<file path="config.mk">
export PLATFORM = sky130hd
export DESIGN_NAME = rx_top
export DESIGN_NICKNAME = d
export VERILOG_FILES = /design/src/rtl/rx_pkg.sv /design/src/rtl/rx_sipo.sv /design/src/rtl/rx_top.sv
export SDC_FILE = /design/constraint.sdc
export NUM_CORES = 1
export LEC_CHECK = 0
export ABC_AREA = 1
export CORE_UTILIZATION = 35
export DETAILED_ROUTE_END_ITERATION = 8
export DONT_BUFFER_PORTS = 1
export HOLD_SLACK_MARGIN = 0.08
export PLACE_DENSITY = 0.57
export SLEW_MARGIN = 25
export SYNTH_ARGS = -nofsm -noshare
export SYNTH_HDL_FRONTEND = slang
export SYNTH_SLANG_ARGS = --single-unit
</file>
<file path="constraint.sdc">
create_clock -name RX_CLK -period 1.69 [get_ports RX_CLK]
set_input_delay 0.338 -clock RX_CLK [delete_from_list [all_inputs] [get_ports RX_CLK]]
set_output_delay 0.338 -clock RX_CLK [all_outputs]
set_load 0.02 [all_outputs]
</file>
<file path="src/rtl/rx_pkg.sv">
// Shared frame constants and receiver state encoding for the UART receive path.
package rx_pkg;

    localparam int unsigned RX_DATA_WIDTH = 8;
    localparam int unsigned RX_OVERSAMPLE = 16;

    typedef enum logic [2:0] {
        ST_IDLE   = 3'd0,
        ST_START  = 3'd1,
        ST_DATA   = 3'd2,
        ST_PARITY = 3'd3,
        ST_STOP   = 3'd4
    } rx_state_e;

endpackage

</file>
<file path="src/rtl/rx_sipo.sv">
// Serial-in parallel-out register: shifts right so the first bit received lands in the LSB.
module rx_sipo #(
    parameter int unsigned WIDTH = 8
) (
    input  logic             clk,
    input  logic             rst_n,
    input  logic             shift_en,
    input  logic             din,
    output logic [WIDTH-1:0] q
);

    always_ff @(posedge clk or negedge rst_n) begin
        if (!rst_n) begin
            q <= '0;
        end else if (shift_en) begin
            q <= {din, q[WIDTH-1:1]};
        end
    end

endmodule

</file>
<file path="src/rtl/rx_top.sv">
// UART receiver: oversampled frame recovery with even-parity and stop-bit checking.
module rx_top
    import rx_pkg::*;
#(
    parameter int unsigned DATA_WIDTH = RX_DATA_WIDTH,
    parameter int unsigned OVERSAMPLE = RX_OVERSAMPLE
) (
    input  logic                  RX_CLK,
    input  logic                  RX_RST_N,
    input  logic                  RX_DATA,
    output logic [DATA_WIDTH-1:0] DATA_OUT,
    output logic                  DATA_VALID,
    output logic                  PARITY_ERR,
    output logic                  FRAME_ERR,
    output logic                  RX_BUSY
);

    localparam int unsigned CW   = $clog2(OVERSAMPLE);
    localparam int unsigned BW   = (DATA_WIDTH > 1) ? $clog2(DATA_WIDTH) : 1;
    localparam int unsigned HALF = OVERSAMPLE / 2;

    logic [1:0]            sync_q;
    logic                  rx_s;
    rx_state_e             state_q, state_d;
    logic [CW-1:0]         cnt_q, cnt_d;
    logic [BW-1:0]         idx_q, idx_d;
    logic                  armed_q, armed_d;
    logic                  stop_taken_q, stop_taken_d;
    logic                  par_q, par_d;
    logic                  stop_q, stop_d;
    logic                  shift_en;
    logic [DATA_WIDTH-1:0] sipo_q;
    logic [DATA_WIDTH-1:0] data_d;
    logic                  valid_d, perr_d, ferr_d, busy_d;

    // Two-flop synchronizer; resets to the idle (high) line level.
    always_ff @(posedge RX_CLK or negedge RX_RST_N) begin
        if (!RX_RST_N) begin
            sync_q <= 2'b11;
        end else begin
            sync_q <= {sync_q[0], RX_DATA};
        end
    end
    assign rx_s = sync_q[1];

    rx_sipo #(.WIDTH(DATA_WIDTH)) u_sipo (
        .clk      (RX_CLK),
        .rst_n    (RX_RST_N),
        .shift_en (shift_en),
        .din      (rx_s),
        .q        (sipo_q)
    );

    always_ff @(posedge RX_CLK or negedge RX_RST_N) begin
        if (!RX_RST_N) begin
            state_q      <= ST_IDLE;
            cnt_q        <= '0;
            idx_q        <= '0;
            armed_q      <= 1'b0;
            stop_taken_q <= 1'b0;
            par_q        <= 1'b0;
            stop_q       <= 1'b0;
            DATA_OUT     <= '0;
            DATA_VALID   <= 1'b0;
            PARITY_ERR   <= 1'b0;
            FRAME_ERR    <= 1'b0;
            RX_BUSY      <= 1'b0;
        end else begin
            state_q      <= state_d;
            cnt_q        <= cnt_d;
            idx_q        <= idx_d;
            armed_q      <= armed_d;
            stop_taken_q <= stop_taken_d;
            par_q        <= par_d;
            stop_q       <= stop_d;
            DATA_OUT     <= data_d;
            DATA_VALID   <= valid_d;
            PARITY_ERR   <= perr_d;
            FRAME_ERR    <= ferr_d;
            RX_BUSY      <= busy_d;
        end
    end

    always_comb begin
        state_d      = state_q;
        cnt_d        = cnt_q;
        idx_d        = idx_q;
        armed_d      = armed_q;
        stop_taken_d = stop_taken_q;
        par_d        = par_q;
        stop_d       = stop_q;
        shift_en     = 1'b0;
        data_d       = DATA_OUT;
        valid_d      = 1'b0;
        perr_d       = PARITY_ERR;
        ferr_d       = FRAME_ERR;

        case (state_q)
            ST_IDLE: begin
                cnt_d        = '0;
                idx_d        = '0;
                stop_taken_d = 1'b0;
                // Armed only once the line is seen high, so a held-low break cannot restart.
                if (armed_q && !rx_s) begin
                    state_d = ST_START;
                    armed_d = 1'b0;
                end else if (rx_s) begin
                    armed_d = 1'b1;
                end
            end
            ST_START: begin
                if (cnt_q == CW'(HALF - 1)) begin
                    cnt_d   = '0;
                    state_d = rx_s ? ST_IDLE : ST_DATA;
                end else begin
                    cnt_d = cnt_q + 1'b1;
                end
            end
            ST_DATA: begin
                if (cnt_q == CW'(OVERSAMPLE - 1)) begin
                    cnt_d    = '0;
                    shift_en = 1'b1;
                    if (idx_q == BW'(DATA_WIDTH - 1)) begin
                        idx_d   = '0;
                        state_d = ST_PARITY;
                    end else begin
                        idx_d = idx_q + 1'b1;
                    end
                end else begin
                    cnt_d = cnt_q + 1'b1;
                end
            end
            ST_PARITY: begin
                if (cnt_q == CW'(OVERSAMPLE - 1)) begin
                    cnt_d   = '0;
                    par_d   = rx_s;
                    state_d = ST_STOP;
                end else begin
                    cnt_d = cnt_q + 1'b1;
                end
            end
            ST_STOP: begin
                // Stop bit is captured first; results are published on the following cycle.
                if (stop_taken_q) begin
                    stop_taken_d = 1'b0;
                    state_d      = ST_IDLE;
                    valid_d      = 1'b1;
                    data_d       = sipo_q;
                    perr_d       = (^sipo_q) != par_q;
                    ferr_d       = !stop_q;
                end else if (cnt_q == CW'(OVERSAMPLE - 1)) begin
                    cnt_d        = '0;
                    stop_d       = rx_s;
                    stop_taken_d = 1'b1;
                end else begin
                    cnt_d = cnt_q + 1'b1;
                end
            end
            default: begin
                state_d = ST_IDLE;
            end
        endcase

        busy_d = (state_d != ST_IDLE);
    end

endmodule

</file>
# == Word-level counts from Yosys, hierarchy flattened ==
# Index checks and enable logic that the tools add are counted.
# classes
bitwise,1
eq_ne,10
addsub,2
muxes,23
n_reduce_logical,17
# ops
cell,n
$mux 3,8
$pmux 4 s4,1
$pmux 3 s5,1
$mux 4,3
$reduce_and 2->1,5
$reduce_xor 8->1,1
$mux 1,7
$eq 3x2->1 const B,2
$eq 3x3->1 const B,2
$pmux 3 s2,1
$reduce_bool 2->1,3
$add 4x1->4 const B,1
$eq 4x3->1 const B,1
$eq 4x4->1 const B,1
$ne 2x2->1 const B,2
$reduce_bool 4->1,1
$add 3x1->3 const B,1
$eq 3x1->1 const B,1
$logic_not 3->1,1
$reduce_and 3->1,1
$reduce_bool 3->1,1
$logic_not 1->1,2
$mux 2,1
$pmux 1 s2,1
other kinds (4),4
# word_totals
word_cells,67
out_inout_bits,12
reg_bits,36
input_bits,3

# == Longest topological paths before layout ==
# Gate-level depths: netlist (run 1).
# depth
ltp_word,5
depth_mapped,9
ltp_nobuf,9

# == Cells and area by module ==
# A second synthesis (run 1) with hierarchy kept.
# unflattened
hier_cells,199
area_unflattened_um2,1682.9
# modules_own_cells
module,instances,seq_area_each_um2,cells_per_inst,area_each_um2
rx_top,1,703.2,165,1377.6
rx_sipo,1,200.2,34,305.3

# == Least setup slack after synthesis (run 1) ==
# OpenSTA, ideal clock, no wires.
# synth_timing
path_type,reg-to-reg
start,register cnt_q[0]
end,register RX_BUSY
path_slack_ps,360
period_less_slack_ps,1330
arrival_ps,1209
path_buffers,1
required_ps,1569
setup_ps,121
stages_incl_launch_ff,9
cell_sequence,dfrtp_1 -> ha_1 -> nand2_1 -> nor2_2 -> inv_2 -> nor2_2 -> buf_4 -> a21oi_2 -> nand2_1
# synth_via
elab_chain_len,4
elab_cells_between_ends,7
cone_classes,2 x eq/ne; 4 x mux; 1 x reduce/logical
# synth_lines
element,line_no,text
start: declaration,rx_top.sv:25,"logic [CW-1:0] cnt_q, cnt_d;"
start signal: assignment,rx_top.sv:70,cnt_q <= cnt_d;
$eq 4x4->1 or $eq 4x3->1 (tied branches),"rx_top.sv:120, rx_top.sv:134, rx_top.sv:112",
$mux 3 (on tied branches),"rx_top.sv:134, rx_top.sv:112, rx_top.sv:120",
$pmux 3 s5 (*),rx_top.sv:98,case (state_q)
$reduce_bool 3->1 (*),rx_top.sv:164,busy_d = (state_d != ST_IDLE);
net busy_d,rx_top.sv:34,"logic valid_d, perr_d, ferr_d, busy_d;"
end signal: assignment,rx_top.sv:80,RX_BUSY <= busy_d;
end: declaration,rx_top.sv:15,output logic RX_BUSY
# Mark *: on every way through the listed nets, which the timed path passes. The rest lies on a longest branch.
# A chain may end at the register's enable or synchronous reset.

# == Final worst setup path (run 1) ==
# Same ends and word-level chain as after synthesis.

==> metrics.md, run 1 <==
| Metric | Value |
|---|---|
| Vias in the first global route | `1,095` |
| Area Overhead vs Synth | `11.5%` |
| Synth Area in Simple Gates | `0.210` |
| Root buf cell | `clkbuf_8` |
| CTS buffer count | `5` |
| Row count | `24` |
| Power density over the cells | `1140 nW/um^2` |
| Dominant cell type by area after synthesis | `dfrtp_1` |
| CTS H-tree depth | `2` |
| Post-synthesis compound-gate area fraction | `0.137` |
| Max VDD drop | `0.833 mV` |
| Clock-pin slew of the registers on the worst-case setup and hold paths | `70 ps` |
| Capturing element type of the critical path | `flop` |
| Post-Route WL | `2820 microns` |
| Failing checks | `design-rule violations` |
| Initial core utilization | `0.373` |
| Leakage | `0.871 nW` |
| Longest Clk Path Bufs | `2` |
| CP max FO | `4` |
| Tmin final | `1400 ps` |
| Hold Vio Cnt, Final | `0` |
| Pre-CTS setup slack | `289 ps` |
| Netlist cell types | `28` |
| Worst Tran Pin Value | `298 ps` |
| Slew Viols, Final | `0` |
| Residual DRC count | `1` |
| Slew Limit Headroom | `0.801` |
| Mux contribution to synthesized area | `0` |
| Final #Nets | `203` |
| Post-synth top area share | `0.509` |
| Status | `finished, violations left` |
| Largest net degree at the start of global routing | `37` |
| GP Congestion | `0.803` |
| Setup WS post-layout | `289 ps` |
| Largest family of logic cells by synthesized area | `simple AND/OR/NAND/NOR gates` |
| Cell count after synthesis | `188` |
| Share of cells above drive strength 1 | `0.188` |
| Fin Setup TNS | `0 ps` |
| Syn Area/Cell | `8.88 sq um` |
| Worst-Skew Late Latency | `290 ps` |
| Period utilization | `0.829` |
| DRT Pass-1 Iters | `8` |
| Post-synthesis xor/xnor area fraction | `0.0105` |
| DIE AREA | `5050 sq um` |
| Count leader, synth | `nand2_1` |
| Post-CTS Setup Inserts | `0` |
| Adder-Cell Fraction of Synth Area | `0.0225` |
| Async S/R FF share, synth | `1.00` |
| Initial antenna violation count | `0` |
| Initial drt markers | `69` |
| Max Cap Viol | `0` |
| Routed wire length per instance | `11.3 microns` |
| Core ar. | `4470 sq um` |
| Count of cells resized by post-cts repair | `0` |
| CP arrival | `1570 ps` |
| Sequential area share after synthesis | `0.541` |
| # diodes | `0` |
| CTS tree | `built` |
| IO Count | `15` |
| Min-Delay Path Class | `flop to flop` |
| ANT nets after route | `0` |
| First-pass GRT wire length | `4900 microns` |
| Synth warn | `0` |
| Mapped cell area | `1670 sq um` |
| Synth Register Bits | `36` |
| Routed vias | `1,168` |
| Die Span Y | `71.1 microns` |
| Total congestion overflow | `0` |
| Die width | `71.1 microns` |
| Sink Count | `36` |
| Highest clock rate | `714 MHz` |
| Synth cell count leaders | `56 x nand2_1, 34 x dfrtp_1, 22 x inv_1` |
| Critical path type | `flop to flop` |
| Data required, critical path | `1860 ps` |
| Vias/cell | `4.69` |
| Post-synth EDFFs | `0` |
| CP Launch Type | `flop` |
| HPWL after DPL | `2040 microns` |
| Final setup viols | `0` |
| Ys flop type | `dfrtp_1` |
| Hold bufs inserted after CTS | `3` |
| RSZ-0062 raised after global routing | `no` |
| Number of port buffers | `0` |
| Overall Global Routing Usage | `0.129` |
| Max Clock Skew | `2.11 ps` |
| Synth top area cells | `dfrtp_1 51%, nand2_1 13%, o21ai_2 5.2%` |
| Syn nets | `194` |
## placed cells by master (no fill, tap or decap), types with 5 or more instances in the layout
cell / instances
nand3_1: 11
dfrtp_1: 34
inv_1: 22
o21ai_1: 10
nand2_1: 56
nor2_1: 5
o21ai_2: 10
o21ai_0: 10
inv_2: 5
clkbuf_8: 7
## cell type report
cell class | count | area, sq um
Tap cell | 52 | 65.1
Sequential cell | 36 | 903
Clock buffer | 7 | 96.3
Fill cell | 441 | 2610
Timing Repair Buffer | 5 | 55.1
Inverter | 28 | 108
Multi-Input combinational cell | 121 | 636
## logic make-up (layout without fill, tap and decap cells)
| logic type | after synthesis | after routing |
|---|---|---|
| xor+xnor | 2 | 2 |
| compound gates | 35 | 35 |
| simple gates | 81 | 81 |
| flops | 36 | 36 |
| buf+inv | 31 | 40 |
| fa+ha+maj | 3 | 3 |
## power by group
| part | internal [W] | switching, W | total (W) |
|---|---|---|---|
| registers | 0.000957 | 0.0000902 | 0.00105 |
| logic | 0.000158 | 0.000262 | 0.000420 |
| clock network | 0.000363 | 0.000290 | 0.000653 |
## worst max-delay path: stages (launching register included)
cell,delay [ps]
dfrtp_1,400
ha_1,220
nand2_1,130
nor2_2,60
inv_2,80
nor2_2,40
buf_4,150
a21oi_2,140
nand2_1,70
## sequential cells by signal, summed over array words and instances, names as in the netlist
register / flops
PARITY_ERR: 1
idx_q: 3
sync_q: 2
DATA_VALID: 1
par_q: 1
stop_q: 1
stop_taken_q: 1
armed_q: 1
RX_BUSY: 1
u_sipo.q: 8
FRAME_ERR: 1
DATA_OUT: 8
cnt_q: 4
state_q: 3
## worst paths after layout
| check | from | to | slack, ps | cells past startpoint |
|---|---|---|---|---|
| min in group asynchronous | RX_RST_N | PARITY_ERR | 500 | 2 |
| hold reg to reg | sync_q[0] | sync_q[1] | 360 | 0 |
| setup / recovery | cnt_q[0] | RX_BUSY | 290 | 8 |
| max in group asynchronous | RX_RST_N | sync_q[0] | 940 | 2 |
| setup reg to reg | cnt_q[0] | RX_BUSY | 290 | 8 |
| hold / removal | sync_q[0] | sync_q[1] | 360 | 0 |
## layer usage
| metal | wire (microns) | part of all wire | global-route usage | vias to the layer above |
|---|---|---|---|---|
| met5 | 0 | 0 | 0 | - |
| li1 | - | - | - | 616 |
| met1 | 1380 | 0.49 | 0.158 | 519 |
| met4 | 72 | 0.026 | 0.0733 | 0 |
| met3 | 108 | 0.038 | 0.0413 | 8 |
| met2 | 1260 | 0.45 | 0.202 | 25 |
## per-stage QoR
step	cell area, sq um	total power, W	hold slack, ps	cells	utilization
after floorplan	1670	0.00137	42.4	188	-
after global placement	1730	0.00146	43.3	239	0.386
after detailed placement	1730	0.00146	43.4	239	0.386
after CTS	1860	0.00215	357	249	0.416
after global routing	1860	0.00225	359	249	0.416
final	1860	0.00212	356	249	0.416
Note: power is estimated with default switching activity, not from simulation.
==> inputs of run 2 (changes only) <==
Settings changed: PLACE_DENSITY 0.57 to 0.59.
Clock period 1.69 ns to 1.25 ns, I/O delays scaled along.
==> metrics.md, run 2 (synthesized netlist as in run 1, its figures left out) <==
| Metric | Value |
|---|---|
| Status | `finished, violations left` |
| Failing checks | `design-rule violations, negative setup slack` |
| Overall Global Routing Usage | `0.131 (+0.00187)` |
| Period utilization | `1.04 (+0.210)` |
| Non-Filler Instances | `263 (+5.6%)` |
| Leakage | `0.982 nW (+13%)` |
| Critical path type | `flop to flop` |
| Vias/cell | `4.70 (+0.27%)` |
| DIE AREA | `5050 sq um (unchanged)` |
| Vias in the first global route | `1,179 (+7.7%)` |
| Root buf cell | `clkbuf_8` |
| Power density over the cells | `1510 nW/um^2 (+32%)` |
| Routed wire length per instance | `11.7 microns (+3.4%)` |
| Data required, critical path | `1470 ps (-390 ps)` |
| Most frequent cells in the layout | `49 x nand2_1, 32 x dfrtp_1, 20 x inv_1, 14 x o21ai_2, 12 x buf_4` |
| Area Overhead vs Synth | `25.7%` |
| Capturing element type of the critical path | `flop` |
| Highest clock rate | `770 MHz (+7.9%)` |
| Total congestion overflow | `0 (unchanged)` |
| Worst-Skew Late Latency | `300 ps (about the same)` |
| ANT nets after route | `0 (unchanged)` |
| Max VDD drop | `0.840 mV (+0.80%)` |
| HPWL after DPL | `2030 microns (-0.57%)` |
| Max Clock Skew | `8.44 ps (+6.33 ps)` |
| Die width | `71.1 microns (unchanged)` |
| Min-Delay Path Class | `flop to flop` |
| Max Cap Viol | `0 (unchanged)` |
| Share of cells above drive strength 1 | `0.341 (+0.153)` |
| CP arrival | `1510 ps (-60 ps)` |
| Sink Count | `36 (unchanged)` |
| Die Span Y | `71.1 microns (unchanged)` |
| Initial core utilization | `0.373 (unchanged)` |
| R2r setup slk | `-50 ps (-340 ps)` |
| Finished Cell Area | `2100 sq um (+13%)` |
| DRT Pass-1 Iters | `6 (-2)` |
| # diodes | `0 (unchanged)` |
| Critical path launch point | `cnt_q[0]` |
| Reg2reg start | `cnt_q[0]` |
| Largest net degree at the start of global routing | `37 (unchanged)` |
| Post-Route WL | `3080 microns (+9.2%)` |
| Residual DRC count | `2 (+1)` |
| Clock-pin slew of the registers on the worst-case setup and hold paths | `70 ps (about the same)` |
| CP Launch Type | `flop` |
| Core ar. | `4470 sq um (unchanged)` |
| Final setup viols | `15 (+15)` |
| Initial drt markers | `83 (+20%)` |
| Routed vias | `1,237 (+5.9%)` |
| IO Count | `15 (unchanged)` |
| Inst Count DP | `251 (+5.0%)` |
| Hold Vio Cnt, Final | `0 (unchanged)` |
| Largest regs | `DATA_OUT (8), u_sipo.q (8), cnt_q (4)` |
| CP max FO | `4 (unchanged)` |
| Row count | `24 (unchanged)` |
| CTS buffer count | `5 (unchanged)` |
| CTS H-tree depth | `2 (unchanged)` |
| Setup WS post-layout | `-48.3 ps (-337 ps)` |
| Hold_sp | `sync_q[0]` |
| Commonest non-fill, non-tap cell in the layout | `nand2_1` |
| Number of port buffers | `0 (unchanged)` |
| First-pass GRT wire length | `5080 microns (+3.7%)` |
| Final #Nets | `216 (+6.4%)` |
| CTS tree | `built` |
| Worst Tran Pin Value | `233 ps (-65.7 ps)` |
| RSZ-0062 raised after global routing | `yes` |
| Dpl cell area | `1830 sq um (+6.2%)` |
| Longest Clk Path Bufs | `2 (unchanged)` |
| GP Congestion | `0.788 (-1.8%)` |
| Slew Viols, Final | `0 (unchanged)` |
| Slew Limit Headroom | `0.845 (+0.0438)` |
| Tmin final | `1300 ps (-103 ps)` |
| Initial antenna violation count | `0 (unchanged)` |
==> run 2: changes by cell type in the layout (fill, tap and decap cells not counted), sizes merged <==
cell | before | now
buf | 3 | 16
clkinv | 0 | 3
clkbuf | 7 | 5
==> run 2: what timing repair did <==
action,4_1_cts,5_1_grt
endpoints found under the hold margin,37,0
pin swaps,4,4
resized for setup,7,30
buffers inserted,0,1
hold buffers,3,0
endpoints found under the setup margin,17,29
==> run 2: final cells by class <==
cell class / instances / area (sq um)
well taps: 52 / 65.1
inverters: 28 / 113
clock inverters: 3 / 18.8
flip-flops and latches: 36 / 906
fillers: 447 / 2370
clock buffers: 5 / 68.8
multi-input cells: 121 / 756
repair buffers: 18 / 173
==> run 2: metrics by stage <==
stage | total power (W) | hold slack, ps | TNS [ps] | util | worst slack, ps
after floorplan | 0.00187 | -45.6 | -5.15 | - | -5.15
final | 0.00316 | 358 | -413 | 0.469 | -48.3
after detailed placement | 0.00211 | -44.6 | -744 | 0.410 | -83.4
after CTS | 0.00302 | 358 | -399 | 0.444 | -41.6
after global placement | 0.00211 | -44.7 | -220 | 0.410 | -36.0
after global routing | 0.00336 | 360 | -2090 | 0.469 | -125
==> run 2: path summary, 6_finish.rpt <==
check                              end  depth (start not counted)
setup / recovery              idx_q[0]                          8
hold / removal               sync_q[1]                          0
max in group asynchronous    sync_q[1]                          2
setup reg to reg              idx_q[0]                          8
min in group asynchronous  DATA_OUT[0]                          2
hold reg to reg              sync_q[1]                          0
==> run 2: critical path, stage by stage (launching register included) <==
cell     delay, ps
dfrtp_1        400
ha_4           170
nand2_4         60
nor2_4         120
inv_4           60
nor2_4         120
buf_6          150
nand3_2         50
o21ai_1         80
==> run 2: power by group <==
part | internal, W | leakage (nW) | switching [W]
logic | 0.000417 | 0.455 | 0.000490
clock network | 0.000388 | 0.0479 | 0.000438
registers | 0.00130 | 0.479 | 0.000135
total | 0.00210 | 0.982 | 0.00106
==> run 2: layer usage <==
layer | share of wire | global-route usage
met1 | 0.48 | 0.169
met2 | 0.47 | 0.198
met4 | 0.020 | 0.0533
met5 | 0 | 0
met3 | 0.037 | 0.0513
==> inputs of run 3 (changes only) <==
Settings changed: GPL_ROUTABILITY_DRIVEN set to 0, PLACE_DENSITY 0.59 to not set, PLACE_DENSITY_LB_ADDON set to 0.25.
==> metrics.md, run 3 (synthesized netlist as in run 1, its figures left out) <==
| Metric | Value |
|---|---|
| Status | `finished, violations left` |
| Failing checks | `negative setup slack` |
| RSZ-0062 raised after global routing | `yes` |
| CP max FO | `16 (+12)` |
| Overall Global Routing Usage | `0.141 (+0.0102)` |
| Initial drt markers | `61 (-27%)` |
| Vias in the first global route | `1,276 (+8.2%)` |
| Initial antenna violation count | `0 (unchanged)` |
| ANT nets after route | `0 (unchanged)` |
| First-pass GRT wire length | `5380 microns (+6.0%)` |
| Worst-Skew Late Latency | `300 ps (about the same)` |
| Worst Tran Pin Value | `233 ps (+0.141 ps)` |
| Hold Vio Cnt, Final | `0 (unchanged)` |
| Die Span Y | `71.1 microns (unchanged)` |
| Longest Clk Path Bufs | `2 (unchanged)` |
| Max Cap Viol | `0 (unchanged)` |
| Vias/cell | `4.65 (-1.1%)` |
| DIE AREA | `5050 sq um (unchanged)` |
| Residual DRC count | `0 (-2)` |
| Worst Path Buf+Inv | `2 (unchanged)` |
| Tmin final | `1290 ps (-6.56 ps)` |
| CP Launch Type | `flop` |
| Worst path max stage delay | `360 ps (-40 ps)` |
| HPWL after DPL | `2110 microns (+3.7%)` |
| Area of the multi-input gates | `751 sq um (-0.66%)` |
| Slew Limit Headroom | `0.843 (-0.00171)` |
| Most frequent CP cell | `nor2_4` |
| Routed wire length per instance | `11.9 microns (+1.5%)` |
| Max Clock Skew | `7.39 ps (-1.05 ps)` |
| Slowest CP cell | `dfrtp_1` |
| Core ar. | `4470 sq um (unchanged)` |
| Final setup viols | `15 (unchanged)` |
| Post-Route WL | `3180 microns (+3.0%)` |
| Row count | `24 (unchanged)` |
| DRT Pass-1 Iters | `4 (-2)` |
| IO Count | `15 (unchanged)` |
| Reg area | `906 sq um (unchanged)` |
| Root buf cell | `clkbuf_8` |
| Highest clock rate | `774 MHz (+0.51%)` |
| Min Hold Slack | `356 ps (-1.82 ps)` |
| Largest net degree at the start of global routing | `37 (unchanged)` |
| Sink Count | `36 (unchanged)` |
| Fin Setup TNS | `-267 ps (+146 ps)` |
| Die width | `71.1 microns (unchanged)` |
| CP cell instances | `ha_2, nand2_4, nor2_4, inv_4, nor2_4, buf_12, nand2_1, o21ai_1` |
| Max VDD drop | `1.03 mV (+22%)` |
| Non-Filler Instances | `267 (+1.5%)` |
| Total congestion overflow | `0 (unchanged)` |
| # diodes | `0 (unchanged)` |
| Inst Count DP | `250 (-0.40%)` |
| Final #Nets | `220 (+1.9%)` |
| Min-Delay Path Class | `flop to flop` |
| Area Overhead vs Synth | `28.4%` |
| Share of cells above drive strength 1 | `0.344 (+0.00295)` |
| Clock-pin slew of the registers on the worst-case setup and hold paths | `70 ps (about the same)` |
| Finished Cell Area | `2140 sq um (+2.1%)` |
| Initial core utilization | `0.373 (unchanged)` |
| Slew Viols, Final | `0 (unchanged)` |
| CTS tree | `built` |
| Data required, critical path | `1460 ps (about the same)` |
| Capturing element type of the critical path | `flop` |
| Setup WS post-layout | `-41.8 ps (+6.56 ps)` |
| Routed vias | `1,242 (+0.40%)` |
| Number of port buffers | `0 (unchanged)` |
| CTS H-tree depth | `2 (unchanged)` |
| Dpl cell area | `1830 sq um (-0.41%)` |
| CTS buffer count | `5 (unchanged)` |
| Power density over the cells | `1550 nW/um^2 (+2.8%)` |
| Critical path type | `flop to flop` |
| Largest regs | `DATA_OUT (8), u_sipo.q (8), cnt_q (4)` |
| Leakage | `1.03 nW (+4.6%)` |
| Most frequent cells in the layout | `50 x nand2_1, 32 x dfrtp_1, 20 x inv_1, 16 x buf_4` |
| CP top delay family | `flip-flops` |
| CP arrival | `1510 ps (about the same)` |
| Commonest non-fill, non-tap cell in the layout | `nand2_1` |
| Final-layout fill cell count | `417 (-6.7%)` |
| Period utilization | `1.03 (-0.00525)` |
run 3: path summary, 6_finish.rpt:
kind	start	to	slack [ps]	cells past startpoint
min in group asynchronous	RX_RST_N	u_sipo.q[3]	400	2
worst max-delay path	cnt_q[0]	u_sipo.q[4]	-40	8
worst min register to register	sync_q[0]	sync_q[1]	360	0
max in group asynchronous	RX_RST_N	sync_q[0]	590	2
worst min-delay path	sync_q[0]	sync_q[1]	360	0
worst max register to register	cnt_q[0]	u_sipo.q[4]	-40	8
run 3: what timing repair did:
action / in CTS / in global routing
hold endpoints to repair: 37 / 0
resized for setup: 10 / 25
hold buffers: 3 / 0
pin swaps: 6 / 6
setup buffers: 1 / 5
gates cloned: 0 / 0
endpoints found under the setup margin: 17 / 29
run 3: layout make-up:
cell class                      count  share of cell area
Tap cell                           52              0.0303
Clock buffer                        6              0.0338
Inverter                           28              0.0525
Clock inverter                      2              0.0163
Multi-Input combinational cell    121               0.350
Timing Repair Buffer               22              0.0945
Sequential cell                    36               0.422
run 3: power breakdown:
group          total, W  internal [W]  leakage [nW]  switching (W)
combinational  0.000863      0.000377         0.493       0.000486
sequential      0.00144       0.00130         0.479       0.000144
clock           0.00102      0.000592        0.0552       0.000426
run 3: through the flow:
stage | worst slack, ps | total power, W | util
after floorplan | -5.15 | 0.00187 | -
after global placement | -44.6 | 0.00206 | 0.408
after detailed placement | -64.7 | 0.00206 | 0.408
after CTS | -36.4 | 0.00322 | 0.452
after global routing | -128 | 0.00350 | 0.479
final | -41.8 | 0.00332 | 0.479
run 3: worst register-to-register path, delay by kind of cell (launching register included):
kind | cells | cell delay [ps]
AO/OA/AOI/OAI | 1 | 80
adder cells (fa/ha/maj) | 1 | 210
buffers and inverters | 2 | 210
flip-flops | 1 | 360
AND/OR/NAND/NOR | 4 | 360
run 3: metal layers:
metal,global-route usage,up-vias,part of all wire
met4,0.0800,0,0.022
met1,0.144,572,0.45
li1,-,645,-
met3,0.0385,8,0.028
met2,0.261,17,0.50
met5,0,-,0
